### src/rtl/cpu_pkg.sv
// Shared stack-CPU definitions: instruction phase encoding and parameter limits.
package cpu_pkg;

    typedef enum logic [1:0] {
        PH_FETCH  = 2'd0,
        PH_DECODE = 2'd1,
        PH_EXEC   = 2'd2,
        PH_RDMEM  = 2'd3
    } phase_t;

    localparam int NIRQ_MAX     = 16;
    localparam int MEM_WAIT_MAX = 7;

    // Width of an index into n items, never narrower than one bit.
    function automatic int idx_width(input int n);
        return (n > 1) ? $clog2(n) : 1;
    endfunction

endpackage

### src/rtl/irq_prio_enc.sv
// Combinational lowest-index-wins priority encoder for interrupt requests.
module irq_prio_enc
    import cpu_pkg::*;
#(
    parameter  int NIRQ  = 4,
    localparam int VEC_W = idx_width(NIRQ)
) (
    input  logic [NIRQ-1:0]  req,
    output logic             any,
    output logic [VEC_W-1:0] idx
);

    // Scan from the top down so the lowest set index is written last.
    always_comb begin
        any = |req;
        idx = '0;
        for (int i = NIRQ - 1; i >= 0; i--) begin
            if (req[i]) begin
                idx = VEC_W'(i);
            end
        end
    end

endmodule

### src/rtl/phase_sequencer.sv
// Instruction-phase sequencer with memory wait insertion, bus stall and interrupt latch.
module phase_sequencer
    import cpu_pkg::*;
#(
    parameter  int NIRQ     = 4,
    parameter  int MEM_WAIT = 0,
    localparam int VEC_W    = idx_width(NIRQ),
    localparam int WAIT_W   = idx_width(MEM_WAIT + 1)
) (
    input  logic              clk,
    input  logic              rst_n,
    input  logic [NIRQ-1:0]   irq,
    input  logic [NIRQ-1:0]   irq_mask,
    input  logic              ien,
    input  logic              insn_rd,
    input  logic              stall,
    output logic              phase_fetch,
    output logic              phase_decode,
    output logic              phase_exec,
    output logic              phase_rdmem,
    output logic              phase_half,
    output logic              irq_pend,
    output logic [VEC_W-1:0]  irq_vec,
    output logic              irq_taken,
    output phase_t            dbg_phase,
    output logic [WAIT_W-1:0] dbg_wait_cnt
);

    if (NIRQ < 1 || NIRQ > NIRQ_MAX) begin : g_bad_nirq
        $error("phase_sequencer: NIRQ must be in 1..16");
    end
    if (MEM_WAIT < 0 || MEM_WAIT > MEM_WAIT_MAX) begin : g_bad_mem_wait
        $error("phase_sequencer: MEM_WAIT must be in 0..7");
    end

    phase_t             phase_q, phase_d;
    logic [WAIT_W-1:0]  wait_q, wait_d;
    logic               pend_q, pend_d;
    logic [VEC_W-1:0]   vec_q, vec_d;
    logic               taken_q, taken_d;

    logic [NIRQ-1:0]    req;
    logic               req_any;
    logic [VEC_W-1:0]   req_idx;

    assign req = irq & irq_mask & {NIRQ{ien}};

    irq_prio_enc #(
        .NIRQ (NIRQ)
    ) u_prio (
        .req (req),
        .any (req_any),
        .idx (req_idx)
    );

    // stall is a pure hold: while high nothing advances and irq_taken drops.
    always_comb begin
        phase_d = phase_q;
        wait_d  = wait_q;
        pend_d  = pend_q;
        vec_d   = vec_q;
        taken_d = 1'b0;
        if (!stall) begin
            unique case (phase_q)
                PH_FETCH: begin
                    phase_d = PH_DECODE;
                    pend_d  = req_any;
                    vec_d   = req_idx;
                end
                PH_DECODE: begin
                    phase_d = PH_EXEC;
                end
                PH_EXEC: begin
                    taken_d = pend_q;
                    // An interrupted slot is a vector jump, so it never reads memory.
                    if (insn_rd && !pend_q) begin
                        phase_d = PH_RDMEM;
                        wait_d  = '0;
                    end else begin
                        phase_d = PH_FETCH;
                    end
                end
                PH_RDMEM: begin
                    if (wait_q == WAIT_W'(MEM_WAIT)) begin
                        phase_d = PH_FETCH;
                    end else begin
                        wait_d = wait_q + 1'b1;
                    end
                end
                default: begin
                    phase_d = PH_FETCH;
                end
            endcase
        end
    end

    always_ff @(posedge clk or negedge rst_n) begin
        if (!rst_n) begin
            phase_q <= PH_FETCH;
            wait_q  <= '0;
            pend_q  <= 1'b0;
            vec_q   <= '0;
            taken_q <= 1'b0;
        end else begin
            phase_q <= phase_d;
            wait_q  <= wait_d;
            pend_q  <= pend_d;
            vec_q   <= vec_d;
            taken_q <= taken_d;
        end
    end

    assign phase_fetch  = (phase_q == PH_FETCH);
    assign phase_decode = (phase_q == PH_DECODE);
    assign phase_exec   = (phase_q == PH_EXEC);
    assign phase_rdmem  = (phase_q == PH_RDMEM);
    assign phase_half   = phase_decode | phase_exec;
    assign irq_pend     = pend_q;
    assign irq_vec      = vec_q;
    assign irq_taken    = taken_q;
    assign dbg_phase    = phase_q;
    assign dbg_wait_cnt = wait_q;

endmodule

### config.mk
export PLATFORM = sky130hd
export DESIGN_NAME = phase_sequencer
export DESIGN_NICKNAME = d
export VERILOG_FILES = /design/src/rtl/cpu_pkg.sv /design/src/rtl/irq_prio_enc.sv /design/src/rtl/phase_sequencer.sv
export SDC_FILE = /design/constraint.sdc
export NUM_CORES = 1
export LEC_CHECK = 0
export CORE_AREA = 5 5 42 44
export DETAILED_ROUTE_END_ITERATION = 8
export DIE_AREA = 0 0 47 49
export DONT_BUFFER_PORTS = 1
export PLACE_DENSITY = 0.39
export RECOVER_POWER = 25
export SLEW_MARGIN = 20
export SYNTH_ARGS = -nofsm -noshare
export SYNTH_HDL_FRONTEND = slang
export SYNTH_SLANG_ARGS = --single-unit
### constraint.sdc
create_clock -name clk -period 3.8 [get_ports clk]
set_input_delay 1.14 -clock clk [delete_from_list [all_inputs] [get_ports clk]]
set_output_delay 1.14 -clock clk [all_outputs]
set_load 0.01 [all_outputs]
==> impl_metrics.yaml <==
outcome:
  status: "complete, no violations"
setup_path:
  path_buf_inv: 1
  critPathKind: "reg2out"
  path_max_fanout: 4
  r2r_setup_slack_ns: 2.30
  end_kind: "primary output"
  required_ns: 2.66
  max_stage_delay_ns: 0.44
  slowest_stage: "dfrtp_1"
  start_kind: "flip-flop"
  crit_chain: "inv_1 -> ha_1"
  critPathArrivalTime_ns: 1.16
  worst_path_dominant_cell_family: "flip-flops"
floorplan:
  die_w_microns: 47
  core-area_sq_um: 1400
  dieArea_sq_um: 2300
  pin_count: 25
  num_rows: 14
  fp.dieH_microns: 49
  initial_utilization: 0.263
timing:
  fin_worst_skew_ns: 0.00570
  min_period_ns: 2.30
  setup_viol: 0
  rsz0062_at_grt: "no"
  clock.fmax_mhz: 434
  final_max_slew_viol_count: 0
  setup_tns_ns: 0
  finalHoldViolations: 0
  whs_ns: 0.586
  period_share: 0.606
place:
  finalWeightedCongestion: 0.624
  io_buffers: 0
  dp_hpwl_microns: 779
global_route:
  grt_pass1_vias: 338
  overflow: 0
  grt.total_usage: 0.0896
  grt_max_degree: 7
  antenna_found_initial: 0
  grt_pass1_wl_microns: 1420
route:
  drc: 0
  vias: 299
  post_drt_wl_per_cell_microns: 16.3
  ant_nets: 0
  routed_via_density: 5.44
  first_pass_iters: 2
  wl_microns: 899
  drt_iter0_markers: 4
cts:
  h-tree-depth: 1
  cts_resized: 0
  clkLatencyLatePin_ns: 0.24
  cts_sinks: 6
  clockRootBuffer: "clkbuf_4"
  cts_tree: "done"
  cts_buffer_depth: 2
  cts_buffers: 3
  path_clk_slew_ns: 0.05
  hold_buffers: 0
  postCtsSetupBuffers: 0
yosys:
  synthesis.nets: 54
  synth.area.top_cells: "dfrtp_1 (41%), ha_1 (14%), a221oi_2 (4.1%)"
  syn_inst: 37
  ys_seq_area_frac: 0.407
  yosysUniqueCellTypes: 21
  synth_warnings: 0
  ys_ff_latch: 6
  yosys.area.top_type: "dfrtp_1"
  synth_top_area_share: 0.407
  syn_area_per_cell_sq_um: 9.98
  syn_area_sq_um: 369
cells_and_area:
  seqCellArea_sq_um: 150
  final_layout_size_suffix_gt1_frac: 0.154
  multiInputGateArea_sq_um: 196
  nets: 58
  antennaDiodeCount: 0
  fillers: 168
  syn_to_final_growth_pct: 9.49
power_and_ir_drop:
  p_leak_nw: 0.184
  power_density_nw_per_um2: 680
  power_w: 0.000275
  ir_worst_vdd_uv: 243
hold_path:
  hold_path.class: "in2async"
flow_run:
  maxCapViolCount: 0
-- per-layer routing --
layer  wire length, microns  global-route usage
met1                    311              0.0929
met5                      0                   0
met2                    456               0.133
met4                      0              0.0415
met3                    131              0.0627
-- report_power, final --
group / internal (W) / switching, W / total, W
clock: 0.0000358 / 0.0000242 / 0.0000600
sequential: 0.0000864 / 0.0000349 / 0.000121
combinational: 0.0000417 / 0.0000520 / 0.0000937
-- synthesized netlist by cell type, drive strengths merged --
cell type  instances
a21oi              2
a221oi             1
a22o               1
a22oi              1
and3b              1
buf                1
conb               1
dfrtp              6
ha                 4
inv                4
nand2              4
nand3              2
nand4              1
nor2               1
nor2b              1
nor3               1
o21ai              1
o221a              1
o22ai              2
o31ai              1
-- registers in the layout (all words and copies together), names as in the netlist --
name and count:
dbg_phase 2, irq_vec 2, irq_taken 1, irq_pend 1
-- cell usage in the layout (no fill, tap or decap) --
master | synthesis | layout
conb_1 | 1 | 1
nor3_1 | 1 | 1
nor2b_4 | 1 | 1
clkbuf_4 | 0 | 3
inv_1 | 4 | 4
a22o_1 | 1 | 1
a22oi_1 | 1 | 1
nand4_1 | 1 | 1
dfrtp_1 | 6 | 6
o31ai_1 | 1 | 1
nor2_1 | 1 | 1
o221a_1 | 1 | 1
o21ai_0 | 1 | 1
o22ai_1 | 2 | 2
a221oi_2 | 1 | 1
a21oi_1 | 2 | 2
ha_1 | 4 | 4
nand3_1 | 2 | 2
and3b_1 | 1 | 1
nand2_1 | 3 | 3
nand2_2 | 1 | 1
-- final cells by class --
cell class | count | share of cell area
Clock buffer | 3 | 0.0557
Inverter | 4 | 0.0372
Multi-Input combinational cell | 26 | 0.486
Sequential cell | 6 | 0.372
Tap cell | 16 | 0.0495
-- cell families after synthesis --
| group | count (synthesis) | share of synthesized area |
|---|---|---|
| AND/OR/NAND/NOR | 11 | 0.176 |
| AO/OA/AOI/OAI | 10 | 0.210 |
| flip-flops | 6 | 0.407 |
| buffers and inverters | 5 | 0.0610 |
| adder cells (fa/ha/maj) | 4 | 0.136 |
| other | 1 | 0.0102 |
-- metrics by stage --
step	utilization	worst slack (ns)	instance area (sq um)	instances
3_3_place_gp	0.272	1.78	382	52
4_1_cts	0.288	1.47	404	55
3_5_place_dp	0.272	1.73	382	52
5_1_grt	0.288	1.43	404	55
6_report	0.288	1.50	404	55
2_1_floorplan	-	1.82	369	37
-- worst register-to-register path: cells and delay by family (launching register included) --
family	cells	cell delay, ns
AOI/OAI and AO/OA	1	0.21
adders and majority gates	1	0.26
buffers and inverters	1	0.15
DFF	1	0.44
and+or+nand+nor	2	0.32
-- path summary, 6_finish.rpt --
kind | cells past startpoint | endpoint | startpoint
setup reg to reg | 5 | irq_vec[0] | dbg_phase[0]
max in group asynchronous | 0 | irq_vec[0] | rst_n
min in group clk | 2 | irq_vec[1] | irq_vec[1]
setup / recovery | 2 | phase_half | dbg_phase[0]
hold / removal | 0 | dbg_phase[1] | rst_n
hold reg to reg | 2 | irq_vec[1] | irq_vec[1]
Power figures use the tool's default switching activity.
